**src/rtl/pipe_pkg.sv**
```systemverilog
// Shared types and constants for the pipeline register bank.
package pipe_pkg;

   localparam int          XLEN      = 32;
   localparam logic [31:0] NOP_INSTR = 32'h0000_0013;  // addi x0,x0,0

   // One pipeline stage slot: program counter, instruction word, valid flag.
   typedef struct packed {
      logic [XLEN-1:0] pc;
      logic [XLEN-1:0] instr;
      logic            valid;
   } stage_t;

   // Empty slot used for reset and for squashed stages; rd=0 so it never
   // looks like a producer to the hazard unit.
   function automatic stage_t bubble();
      stage_t b;
      b.pc    = '0;
      b.instr = NOP_INSTR;
      b.valid = 1'b0;
      return b;
   endfunction

endpackage

```
**src/rtl/pipe_stage_regs_if.sv**
```systemverilog
// Control/data bundle between the fetch/hazard logic and the pipeline register bank.
interface pipe_stage_regs_if #(
   parameter int CNT_W = 32
);
   import pipe_pkg::*;

   logic [XLEN-1:0]  i_pc_if;
   logic [XLEN-1:0]  i_instr_if;
   logic             i_reset_if;
   logic             i_reset_id;
   logic             i_reset_ex;
   logic             i_reset_mem;
   logic             i_enable_if;
   logic             i_enable_id;
   logic             i_enable_ex;
   logic             i_enable_mem;
   logic             i_cnt_clr;

   logic [XLEN-1:0]  o_pc_id;
   logic [XLEN-1:0]  o_instr_id;
   logic             o_valid_id;
   logic [XLEN-1:0]  o_pc_ex;
   logic [XLEN-1:0]  o_instr_ex;
   logic             o_valid_ex;
   logic [XLEN-1:0]  o_pc_mem;
   logic [XLEN-1:0]  o_instr_mem;
   logic             o_valid_mem;
   logic [XLEN-1:0]  o_pc_wb;
   logic [XLEN-1:0]  o_instr_wb;
   logic             o_valid_wb;
   logic [CNT_W-1:0] o_stall_cnt;
   logic [CNT_W-1:0] o_flush_cnt;
   logic [CNT_W-1:0] o_retire_cnt;

   // Fetch/hazard side: drives controls, observes stage contents.
   modport master (
      output i_pc_if, i_instr_if,
      output i_reset_if, i_reset_id, i_reset_ex, i_reset_mem,
      output i_enable_if, i_enable_id, i_enable_ex, i_enable_mem,
      output i_cnt_clr,
      input  o_pc_id, o_instr_id, o_valid_id,
      input  o_pc_ex, o_instr_ex, o_valid_ex,
      input  o_pc_mem, o_instr_mem, o_valid_mem,
      input  o_pc_wb, o_instr_wb, o_valid_wb,
      input  o_stall_cnt, o_flush_cnt, o_retire_cnt
   );

   // Register bank side.
   modport slave (
      input  i_pc_if, i_instr_if,
      input  i_reset_if, i_reset_id, i_reset_ex, i_reset_mem,
      input  i_enable_if, i_enable_id, i_enable_ex, i_enable_mem,
      input  i_cnt_clr,
      output o_pc_id, o_instr_id, o_valid_id,
      output o_pc_ex, o_instr_ex, o_valid_ex,
      output o_pc_mem, o_instr_mem, o_valid_mem,
      output o_pc_wb, o_instr_wb, o_valid_wb,
      output o_stall_cnt, o_flush_cnt, o_retire_cnt
   );

endinterface

```
**src/rtl/pipe_stage_reg.sv**
```systemverilog
// Single pipeline register: async reset, then synchronous clear, then load, else hold.
module pipe_stage_reg
   import pipe_pkg::*;
(
   input  logic   i_clk,
   input  logic   i_reset,
   input  logic   i_clr_n,
   input  logic   i_en,
   input  stage_t i_d,
   output stage_t o_q
);

   stage_t q_reg;

   // Clear beats a low enable so a stalled stage can still be squashed.
   always_ff @(posedge i_clk or posedge i_reset) begin
      if (i_reset) begin
         q_reg <= bubble();
      end else if (!i_clr_n) begin
         q_reg <= bubble();
      end else if (i_en) begin
         q_reg <= i_d;
      end
   end

   assign o_q = q_reg;

endmodule

```
**src/rtl/pipe_stage_regs.sv**
```systemverilog
// IF/ID, ID/EX, EX/MEM, MEM/WB register bank with stall/flush/retire counters.
module pipe_stage_regs
   import pipe_pkg::*;
#(
   parameter int CNT_W = 32
) (
   input  logic              i_clk,
   input  logic              i_reset,
   pipe_stage_regs_if.slave  bus
);

   localparam int N_STAGES = 4;

   stage_t              if_src;
   stage_t              stage_d [N_STAGES];
   stage_t              stage_q [N_STAGES];
   logic [N_STAGES-1:0] clr_n;
   logic [N_STAGES-1:0] en;
   logic [2:0]          flush_add;
   logic                stall_inc;
   logic                retire_inc;

   logic [CNT_W-1:0]    stall_cnt_reg;
   logic [CNT_W-1:0]    flush_cnt_reg;
   logic [CNT_W-1:0]    retire_cnt_reg;

   // Index 0 = IF/ID ... 3 = MEM/WB.
   assign clr_n = {bus.i_reset_mem, bus.i_reset_ex, bus.i_reset_id, bus.i_reset_if};
   assign en    = {bus.i_enable_mem, bus.i_enable_ex, bus.i_enable_id, bus.i_enable_if};

   // A fetched word entering IF/ID is always a live instruction.
   always_comb begin
      if_src.pc    = bus.i_pc_if;
      if_src.instr = bus.i_instr_if;
      if_src.valid = 1'b1;
   end

   // Each stage loads from fetch (first) or from the stage before it.
   generate
      for (genvar gi = 0; gi < N_STAGES; gi++) begin : g_stage
         if (gi == 0) begin : g_src
            assign stage_d[gi] = if_src;
         end else begin : g_chain
            assign stage_d[gi] = stage_q[gi-1];
         end

         pipe_stage_reg u_reg (
            .i_clk   (i_clk),
            .i_reset (i_reset),
            .i_clr_n (clr_n[gi]),
            .i_en    (en[gi]),
            .i_d     (stage_d[gi]),
            .o_q     (stage_q[gi])
         );
      end
   endgenerate

   // Count live entries squashed by a clear this cycle (0..4).
   always_comb begin
      flush_add = '0;
      for (int i = 0; i < N_STAGES; i++) begin
         if (!clr_n[i] && stage_q[i].valid) begin
            flush_add = flush_add + 3'd1;
         end
      end
   end

   // A stall is an IF/ID hold that is not also being cleared.
   assign stall_inc  = !bus.i_enable_if && bus.i_reset_if;
   // Retire only on an actual load of a valid entry into MEM/WB.
   assign retire_inc = bus.i_enable_mem && bus.i_reset_mem && stage_q[2].valid;

   // Performance counters; counter clear overrides same-cycle increments.
   always_ff @(posedge i_clk or posedge i_reset) begin
      if (i_reset) begin
         stall_cnt_reg  <= '0;
         flush_cnt_reg  <= '0;
         retire_cnt_reg <= '0;
      end else if (bus.i_cnt_clr) begin
         stall_cnt_reg  <= '0;
         flush_cnt_reg  <= '0;
         retire_cnt_reg <= '0;
      end else begin
         stall_cnt_reg  <= stall_cnt_reg + CNT_W'(stall_inc);
         flush_cnt_reg  <= flush_cnt_reg + CNT_W'(flush_add);
         retire_cnt_reg <= retire_cnt_reg + CNT_W'(retire_inc);
      end
   end

   assign bus.o_pc_id      = stage_q[0].pc;
   assign bus.o_instr_id   = stage_q[0].instr;
   assign bus.o_valid_id   = stage_q[0].valid;
   assign bus.o_pc_ex      = stage_q[1].pc;
   assign bus.o_instr_ex   = stage_q[1].instr;
   assign bus.o_valid_ex   = stage_q[1].valid;
   assign bus.o_pc_mem     = stage_q[2].pc;
   assign bus.o_instr_mem  = stage_q[2].instr;
   assign bus.o_valid_mem  = stage_q[2].valid;
   assign bus.o_pc_wb      = stage_q[3].pc;
   assign bus.o_instr_wb   = stage_q[3].instr;
   assign bus.o_valid_wb   = stage_q[3].valid;
   assign bus.o_stall_cnt  = stall_cnt_reg;
   assign bus.o_flush_cnt  = flush_cnt_reg;
   assign bus.o_retire_cnt = retire_cnt_reg;

endmodule

```
**src/flat_wrapper.sv**
```systemverilog
// flat-port wrapper written by rule: the top's interface ports become plain ports
module pipe_stage_regs_flat import pipe_pkg::*;
#(
   parameter int CNT_W = 32
)
  (i_clk, i_reset, bus_i_pc_if, bus_i_instr_if, bus_i_reset_if, bus_i_reset_id, bus_i_reset_ex, bus_i_reset_mem, bus_i_enable_if, bus_i_enable_id, bus_i_enable_ex, bus_i_enable_mem, bus_i_cnt_clr, bus_o_pc_id, bus_o_instr_id, bus_o_valid_id, bus_o_pc_ex, bus_o_instr_ex, bus_o_valid_ex, bus_o_pc_mem, bus_o_instr_mem, bus_o_valid_mem, bus_o_pc_wb, bus_o_instr_wb, bus_o_valid_wb, bus_o_stall_cnt, bus_o_flush_cnt, bus_o_retire_cnt);
  pipe_stage_regs_if #(.CNT_W(CNT_W)) bus_i ();
  input  logic i_clk;
  input  logic i_reset;
  input wire logic [$bits(bus_i.i_pc_if)-1:0] bus_i_pc_if;
  input wire logic [$bits(bus_i.i_instr_if)-1:0] bus_i_instr_if;
  input wire logic [$bits(bus_i.i_reset_if)-1:0] bus_i_reset_if;
  input wire logic [$bits(bus_i.i_reset_id)-1:0] bus_i_reset_id;
  input wire logic [$bits(bus_i.i_reset_ex)-1:0] bus_i_reset_ex;
  input wire logic [$bits(bus_i.i_reset_mem)-1:0] bus_i_reset_mem;
  input wire logic [$bits(bus_i.i_enable_if)-1:0] bus_i_enable_if;
  input wire logic [$bits(bus_i.i_enable_id)-1:0] bus_i_enable_id;
  input wire logic [$bits(bus_i.i_enable_ex)-1:0] bus_i_enable_ex;
  input wire logic [$bits(bus_i.i_enable_mem)-1:0] bus_i_enable_mem;
  input wire logic [$bits(bus_i.i_cnt_clr)-1:0] bus_i_cnt_clr;
  output wire logic [$bits(bus_i.o_pc_id)-1:0] bus_o_pc_id;
  output wire logic [$bits(bus_i.o_instr_id)-1:0] bus_o_instr_id;
  output wire logic [$bits(bus_i.o_valid_id)-1:0] bus_o_valid_id;
  output wire logic [$bits(bus_i.o_pc_ex)-1:0] bus_o_pc_ex;
  output wire logic [$bits(bus_i.o_instr_ex)-1:0] bus_o_instr_ex;
  output wire logic [$bits(bus_i.o_valid_ex)-1:0] bus_o_valid_ex;
  output wire logic [$bits(bus_i.o_pc_mem)-1:0] bus_o_pc_mem;
  output wire logic [$bits(bus_i.o_instr_mem)-1:0] bus_o_instr_mem;
  output wire logic [$bits(bus_i.o_valid_mem)-1:0] bus_o_valid_mem;
  output wire logic [$bits(bus_i.o_pc_wb)-1:0] bus_o_pc_wb;
  output wire logic [$bits(bus_i.o_instr_wb)-1:0] bus_o_instr_wb;
  output wire logic [$bits(bus_i.o_valid_wb)-1:0] bus_o_valid_wb;
  output wire logic [$bits(bus_i.o_stall_cnt)-1:0] bus_o_stall_cnt;
  output wire logic [$bits(bus_i.o_flush_cnt)-1:0] bus_o_flush_cnt;
  output wire logic [$bits(bus_i.o_retire_cnt)-1:0] bus_o_retire_cnt;
  assign bus_i.i_pc_if = bus_i_pc_if;
  assign bus_i.i_instr_if = bus_i_instr_if;
  assign bus_i.i_reset_if = bus_i_reset_if;
  assign bus_i.i_reset_id = bus_i_reset_id;
  assign bus_i.i_reset_ex = bus_i_reset_ex;
  assign bus_i.i_reset_mem = bus_i_reset_mem;
  assign bus_i.i_enable_if = bus_i_enable_if;
  assign bus_i.i_enable_id = bus_i_enable_id;
  assign bus_i.i_enable_ex = bus_i_enable_ex;
  assign bus_i.i_enable_mem = bus_i_enable_mem;
  assign bus_i.i_cnt_clr = bus_i_cnt_clr;
  assign bus_o_pc_id = bus_i.o_pc_id;
  assign bus_o_instr_id = bus_i.o_instr_id;
  assign bus_o_valid_id = bus_i.o_valid_id;
  assign bus_o_pc_ex = bus_i.o_pc_ex;
  assign bus_o_instr_ex = bus_i.o_instr_ex;
  assign bus_o_valid_ex = bus_i.o_valid_ex;
  assign bus_o_pc_mem = bus_i.o_pc_mem;
  assign bus_o_instr_mem = bus_i.o_instr_mem;
  assign bus_o_valid_mem = bus_i.o_valid_mem;
  assign bus_o_pc_wb = bus_i.o_pc_wb;
  assign bus_o_instr_wb = bus_i.o_instr_wb;
  assign bus_o_valid_wb = bus_i.o_valid_wb;
  assign bus_o_stall_cnt = bus_i.o_stall_cnt;
  assign bus_o_flush_cnt = bus_i.o_flush_cnt;
  assign bus_o_retire_cnt = bus_i.o_retire_cnt;
  pipe_stage_regs #(.CNT_W(CNT_W)) u_core (.i_clk(i_clk), .i_reset(i_reset), .bus(bus_i));
endmodule
```
**config.mk**
```make
export PLATFORM = sky130hd
export DESIGN_NAME = pipe_stage_regs_flat
export DESIGN_NICKNAME = d
export VERILOG_FILES = /design/src/rtl/pipe_pkg.sv /design/src/rtl/pipe_stage_regs_if.sv /design/src/rtl/pipe_stage_reg.sv /design/src/rtl/pipe_stage_regs.sv /design/src/flat_wrapper.sv
export SDC_FILE = /design/constraint.sdc
export NUM_CORES = 1
export LEC_CHECK = 0
export ABC_AREA = 1
export BUFFER_PORTS_ARGS = -buffer_cell sky130_fd_sc_hd__buf_2
export CAP_MARGIN = 20
export CORE_UTILIZATION = 48
export CTS_CLUSTER_SIZE = 25
export DETAILED_ROUTE_END_ITERATION = 12
export PLACE_DENSITY = 0.78
export SETUP_SLACK_MARGIN = 0.5
export SYNTH_ARGS = -nofsm -noshare
export SYNTH_HDL_FRONTEND = slang
export SYNTH_SLANG_ARGS = --single-unit
export TNS_END_PERCENT = 30
```
**constraint.sdc**
```tcl
create_clock -name i_clk -period 12.3 [get_ports i_clk]
set_input_delay 1.845 -clock i_clk [delete_from_list [all_inputs] [get_ports i_clk]]
set_output_delay 1.845 -clock i_clk [all_outputs]
set_load 0.1 [all_outputs]
```
==> results of run 1 <==
## layout make-up
cell class	instances	area [µm²]	share of cell area [%]
flip-flops and latches	356	8920	45.4
multi-input cells	1254	5730	29.2
repair buffers	443	2270	11.6
clock buffers	53	1090	5.54
inverters	231	875	4.45
well taps	442	553	2.82
clock inverters	15	186	0.949
diodes	4	10.0	0.0510
## power groups by stage
stage	Sequential (mW)	Clock, mW	Combinational (mW)
after floorplan	1.43	0	0.0856
after global routing	1.22	1.24	0.378
after CTS	1.22	1.20	0.363
final	1.22	1.18	0.361
after global placement	1.24	0	0.358
after detailed placement	1.24	0	0.362
## layout by cell type, fill, tap and decap left out, types with 5 or more instances in the layout
cell and n:
nand2_1 465, buf_2 430, dfrtp_1 344, inv_1 225
nand3_1 225, nor2_1 216, o21ai_0 145, o21ai_1 73
a21oi_1 43, clkbuf_16 39, nor2_2 16, nor2_4 14
dfstp_2 12, nand2_2 11, buf_4 11, nor3_1 8
ha_1 8, clkbuf_1 8, clkinv_2 7, clkbuf_8 6
inv_2 5, xnor2_1 5, xor2_1 5, nand3_2 5
## worst max-delay path: stages
cell	delay, ns
buf_2	0.08
buf_4	0.57
inv_2	0.21
nand2_1	0.10
o21ai_0	0.11
nand2_1	0.17
xnor2_1	0.10
ha_1	0.29
nor2_1	0.04
a31oi_1	0.25
fa_1	0.27
nand2_1	0.08
nand2_1	0.12
nand3_2	0.16
inv_1	0.17
nand2_1	0.10
nor2_1	0.13
nand2_1	0.06
nand2_1	0.06
nor2_1	0.05
## worst paths after layout
kind                                                                to  cells after the start
setup / recovery                  u_core.bus.o_flush_cnt[18]$_DFF_PP0_                     20
hold / removal              u_core.g_stage[0].u_reg.o_q[1]$_DFFE_PP1N_                      2
setup reg to reg                  u_core.bus.o_flush_cnt[18]$_DFF_PP0_                     17
hold reg to reg             u_core.g_stage[0].u_reg.o_q[1]$_DFFE_PP1N_                      2
max in group asynchronous  u_core.g_stage[2].u_reg.o_q[23]$_DFFE_PP0P_                      3
min in group asynchronous  u_core.g_stage[3].u_reg.o_q[62]$_DFFE_PP0P_                      2
## registers in the layout, summed over array words and instances (netlist names)
| register | count |
|---|---|
| u_core.bus.o_stall_cnt | 32 |
| u_core.g_stage.u_reg.o_q | 260 |
| u_core.bus.o_retire_cnt | 32 |
| u_core.bus.o_flush_cnt | 32 |
## metal layers
| metal | vias up | part of all wire, % |
|---|---|---|
| met3 | 138 | 7.3 |
| met5 | - | 0.090 |
| met4 | 6 | 5.3 |
| li1 | 6890 | - |
| met2 | 639 | 46 |
| met1 | 7064 | 41 |
## stage by stage
| stage | setup WS (ns) | cells |
|---|---|---|
| floorplan | 0.598 | 1927 |
| global placement | 7.38 | 2725 |
| detailed placement | 7.29 | 2726 |
| CTS | 7.81 | 2794 |
| global route | 7.53 | 2798 |
| finish | 7.75 | 2798 |
## logic make-up after synthesis
| kind of cell | synth area share, % |
|---|---|
| simple gates | 26.0 |
| flops | 55.9 |
| buf+inv | 8.27 |
| compound gates | 8.36 |
| xor+xnor | 0.690 |
| fa+ha+maj | 0.753 |
==> qor.yml, run 1 <==
critical_path_required_ns: 12.72
pin_count: 431
num-nets-final: 2408
synth_edf_count: 0
drt_iter0_drc: 1152
max_cap_violations: 0
fin_total_pwr_mw: 2.76
fmax_mhz: 220
ys_types: 37
crit_fanout: 62
worstHoldStart: "u_core.g_stage[0].u_reg.o_q[1]$_DFFE_PP1N_"
die_h_um: 184
drc: 0
grt.overflow.total: 0
row_count: 66
netlist_area_um2: 16000
worst_hold_path_type: "reg2reg"
p_int_mw: 1.95
post_cts_resize_count: 0
swShare_pct: 29.4
grt_pass1_vias: 14177
fin_crit_ns: 4.55
whs_ns: 0.474
synthCells: 1927
comb_power_share_pct: 13.1
rsz0062_at_grt: "false"
irDropWorstVdd_uv: 95.3
p_switching_mw: 0.813
io_buffers: 430
cts.sinks: 356
die_x_um: 184
final-setup-viol-count: 0
power_density_nw_per_um2: 141
rrSetupSlack_ns: 9.39
fin_crit_sh_pct: 37.0
grt_start_max_net_pins: 169
startpoint: "bus_i_reset_if"
met3_usage_pct: 5.91
cts_root_buf: "clkbuf_16"
cts.htree.levels: 2
final-hold-violation-count: 0
grt_usage_pct: 29.1
core-area_um2: 32600
clk_path_buf_depth: 3
post_dp_cell_area_um2: 18400
final_layout_size_suffix_gt1_share_pct: 24.3
synthFlopType: "dfrtp_1"
fin_worst_skew_ns: 0.0169
avgViaCountPerCell: 5.27
busiest_layer: "met2"
async_flop_share_pct: 100
ant_nets: 0
synth_common_cells: "nand2_1, dfrtp_1, inv_1, nand3_1, nor2_1"
timing.max_slew.rel_slack_pct: 36.9
worst_slew_pin_slew_ns: 0.946
fin_tns_setup_ns: 0
synth.avg_cell_area_um2: 8.28
r2r_start: "u_core.g_stage[1].u_reg.o_q[0]$_DFFE_PP0P_"
yosysWarningCount: 0
status: "complete, no violations"
die_area_um2: 34000
antenna_found_initial: 7
totalWireLength_um: 50100
fill_cells: 2905
vias: 14737
arrival_ns: 4.97
grtUsageMet1_pct: 37.8
clk_pin_slew_ns: 0.06
routedWlPerCell_um: 17.9
crit_type: "in2reg"
cts_setup_buffers: 0
area_delta_synth_final_pct: 23.1
syn_nets: 2011
numCtsBuffers: 38
hold_buffers: 0
pwr-share-seq_pct: 44.2
yosysTopAreaCellShare_pct: 54.0
synth_most_common_cell: "nand2_1"
power_frac_clock_pct: 42.7
gp_congestion: 0.937
ys_seq_area_share_pct: 55.9
startpoint_type: "input pin"
synth_largest_area_cell: "dfrtp_1"
start_util_pct: 48.9
drv_slew: 0
postLayoutCellArea_um2: 19600
synth_area_leaders: "dfrtp_1, nand2_1, nand3_1"
endpoint_kind: "register"
dp_hpwl_um: 34500
grtUsageMet2_pct: 46.1
clock_latency_ns: 0.53
grt_pass1_wl_um: 77600
drt_pre_antenna_iters: 6
ys_seq_elements: 356
p_leak_nw: 10.0
cts_tree: "yes"
fin_util_pct: 60.2
No activity file was read; power rests on OpenSTA's default activity.
==> run 2: changes to the inputs <==
ABC_AREA = 0   (was 1)
CORE_UTILIZATION = 53   (was 48)
PLACE_DENSITY = 0.82   (was 0.78)
clock period = 4.3 ns   (was 12.3 ns; I/O delays follow)
==> run 2 against run 1 <==
Cell count fell by 23%. Sequential share of layout area about the same. Utilization up 7.5 points. Combinational power rose to 2.9 times the previous value. Power rose to 2.9 times the previous value. Synthesized cell count is 31% lower. Critical endpoint is now u_core.bus.o_flush_cnt[31]$_DFF_PP0_. Design area is essentially flat. Clock skew shrank 0.0043 ns. Largest power group unchanged.
==> qor.yml, run 2 <==
status: "complete, no violations"
synth_most_common_cell: "dfrtp_1"
yosysWarningCount: 0
drc: 0
fill_cells: 2145
pwr-share-seq_pct: 44.2
cts_root_buf: "clkbuf_16"
met3_usage_pct: 6.14
fmax_mhz: 303
area_delta_synth_final_pct: 24.1
final_layout_size_suffix_gt1_share_pct: 29.9
fin_crit_ns: 3.30
routedWlPerCell_um: 19.8
start_util_pct: 54.5
endpoint_kind: "register"
pre_cts_slack_ns: 0.687
synth_common_cells: "dfrtp_1, mux2i_1, nor2b_1, nor2_1, clkbuf_1"
slowest_stage: "or4_1"
final-setup-viol-count: 0
synth_edf_count: 0
busiest_layer: "met2"
grt.overflow.total: 0
path_common_cell: "ha_1"
ys_types: 47
post_cts_resize_count: 0
largest_register_ffs: 260
io_buffers: 430
p_int_mw: 5.69
synthCells: 1338
cts.sinks: 356
drv_slew: 0
power_frac_clock_pct: 42.4
synth_area_leaders: "dfrtp_1, mux2i_1, nor2b_1"
die_h_um: 175
core-area_um2: 29000
synth_largest_area_cell: "dfrtp_1"
fin_util_pct: 67.7
cts_tree: "yes"
grtUsageMet2_pct: 47.5
cts_setup_buffers: 0
synthFlopType: "dfrtp_1"
pin_count: 431
critical_path_required_ns: 4.73
numCtsBuffers: 39
gp_congestion: 0.894
crit_fanout: 4
ant_nets: 0
ys_seq_area_share_pct: 56.4
drt_iter0_drc: 685
whs_ns: 0.170
syn_nets: 1422
fin_total_pwr_mw: 7.91
crit_type: "reg2reg"
die_area_um2: 30500
worst_slew_pin_slew_ns: 1.08
cts.htree.levels: 2
drt_pre_antenna_iters: 5
regArea_um2: 8920
startpoint_type: "register"
die_x_um: 175
power_density_nw_per_um2: 403
mostFrequentLayoutCell: "buf_2"
grt_pass1_vias: 12004
comb_power_share_pct: 13.4
row_count: 62
multiInputGateArea_um2: 6570
swShare_pct: 28.1
rsz0062_at_grt: "false"
fin_tns_setup_ns: 0
clock_latency_ns: 0.51
hold_buffers: 0
worst_hold_path_type: "in2async"
p_leak_nw: 10.3
grt_usage_pct: 28.0
post_dp_cell_area_um2: 18300
fin_crit_sh_pct: 76.7
dpl.cell_count: 2098
dp_hpwl_um: 29300
p_switching_mw: 2.22
diodes: 0
slowest_delay_ns: 0.51
synth.avg_cell_area_um2: 11.8
grtUsageMet1_pct: 35.7
ys_seq_elements: 356
timing.max_slew.rel_slack_pct: 28.2
netlist_area_um2: 15800
num-nets-final: 1839
antenna_found_initial: 3
clk_pin_slew_ns: 0.06
layout_common_cells: "buf_2, dfrtp_1, mux2i_1"
clk_path_buf_depth: 3
postLayoutCellArea_um2: 19600
grt_pass1_wl_um: 67400
final-hold-violation-count: 0
final_cells: 2167
grt_start_max_net_pins: 119
async_flop_share_pct: 100
arrival_ns: 3.72
fin_worst_skew_ns: 0.0126
max_cap_violations: 0
fin_ws_ns: 1.00
vias: 11765
irDropWorstVdd_uv: 379
crit_chain: "nor2b_1 -> maj3_1 -> ha_1 -> mux2_2 -> ha_1 -> a211oi_1 -> nor3_1 -> nand3_1 -> or4_1 -> a21oi_1"
totalWireLength_um: 42900
yosysTopAreaCellShare_pct: 54.4
avgViaCountPerCell: 5.43
run 2: changes by cell type after synthesis, moves of 35 or more:
cell and change:
a21oi_1 -35, inv_1 -218, mux2i_1 +259, nand2_1 -422, nand3_1 -198, nor2_1 -122, nor2b_1 +258, o21ai_0 -140
o21ai_1 -73, xnor2_1 +42
run 2: power groups by stage:
stage	Clock [mW]	Sequential [mW]	Combinational, mW
2_1_floorplan	0	4.07	0.313
3_3_place_gp	0	3.55	1.06
3_5_place_dp	0	3.55	1.07
4_1_cts	3.40	3.49	1.07
5_1_grt	3.53	3.50	1.11
6_report	3.35	3.49	1.06
run 2: final timing paths:
path                       slack (ns)                                     endpoint                                         from  cells past startpoint
max                              1.00         u_core.bus.o_flush_cnt[31]$_DFF_PP0_   u_core.g_stage[0].u_reg.o_q[0]$_DFFE_PP0N_                     10
min in group i_clk               0.36   u_core.g_stage[0].u_reg.o_q[5]$_DFFE_PP1N_                            bus_i_instr_if[4]                      3
min reg2reg                      0.54  u_core.g_stage[3].u_reg.o_q[33]$_DFFE_PP0P_  u_core.g_stage[3].u_reg.o_q[33]$_DFFE_PP0P_                      2
min                              0.17   u_core.g_stage[3].u_reg.o_q[7]$_DFFE_PP0P_                                      i_reset                      2
max in group asynchronous        3.12  u_core.g_stage[3].u_reg.o_q[31]$_DFFE_PP0P_                                      i_reset                      3
max reg2reg                      1.00         u_core.bus.o_flush_cnt[31]$_DFF_PP0_   u_core.g_stage[0].u_reg.o_q[0]$_DFFE_PP0N_                     10
run 2: cell families (layout without fill, tap and decap cells):
family                     Yosys count  in the layout  share of synthesized area (%)
AOI/OAI and AO/OA                   21             21                          0.838
adders and majority gates           10             10                          0.823
DFF                                356            356                           56.4
and+or+nand+nor                    524            524                           18.6
buffers and inverters               81            526                           2.07
xor gates and xnor gates            86             86                           4.76
muxes                              260            260                           16.5
run 2: area by class of cell:
class / count / area share, %
Clock buffer: 61 / 6.12
Multi-Input combinational cell: 901 / 33.5
Tap cell: 384 / 2.45
Timing Repair Buffer: 449 / 11.9
Clock inverter: 8 / 0.478
Sequential cell: 356 / 45.5
Inverter: 8 / 0.172
run 2: routing by layer:
metal	share of wire (%)	vias to the layer above	wire, µm
met5	0.030	-	13
met4	3.3	2	1420
met3	6.7	93	2860
met2	50	470	21200
met1	40	5855	17300
li1	-	5345	-
run 2: worst max-delay path, delay by kind of cell (launching register included):
family	cells	cell delay (ns)
flops	1	0.40
mux	1	0.30
compound gates	2	0.27
simple gates	4	1.24
fa+ha+maj	3	1.00
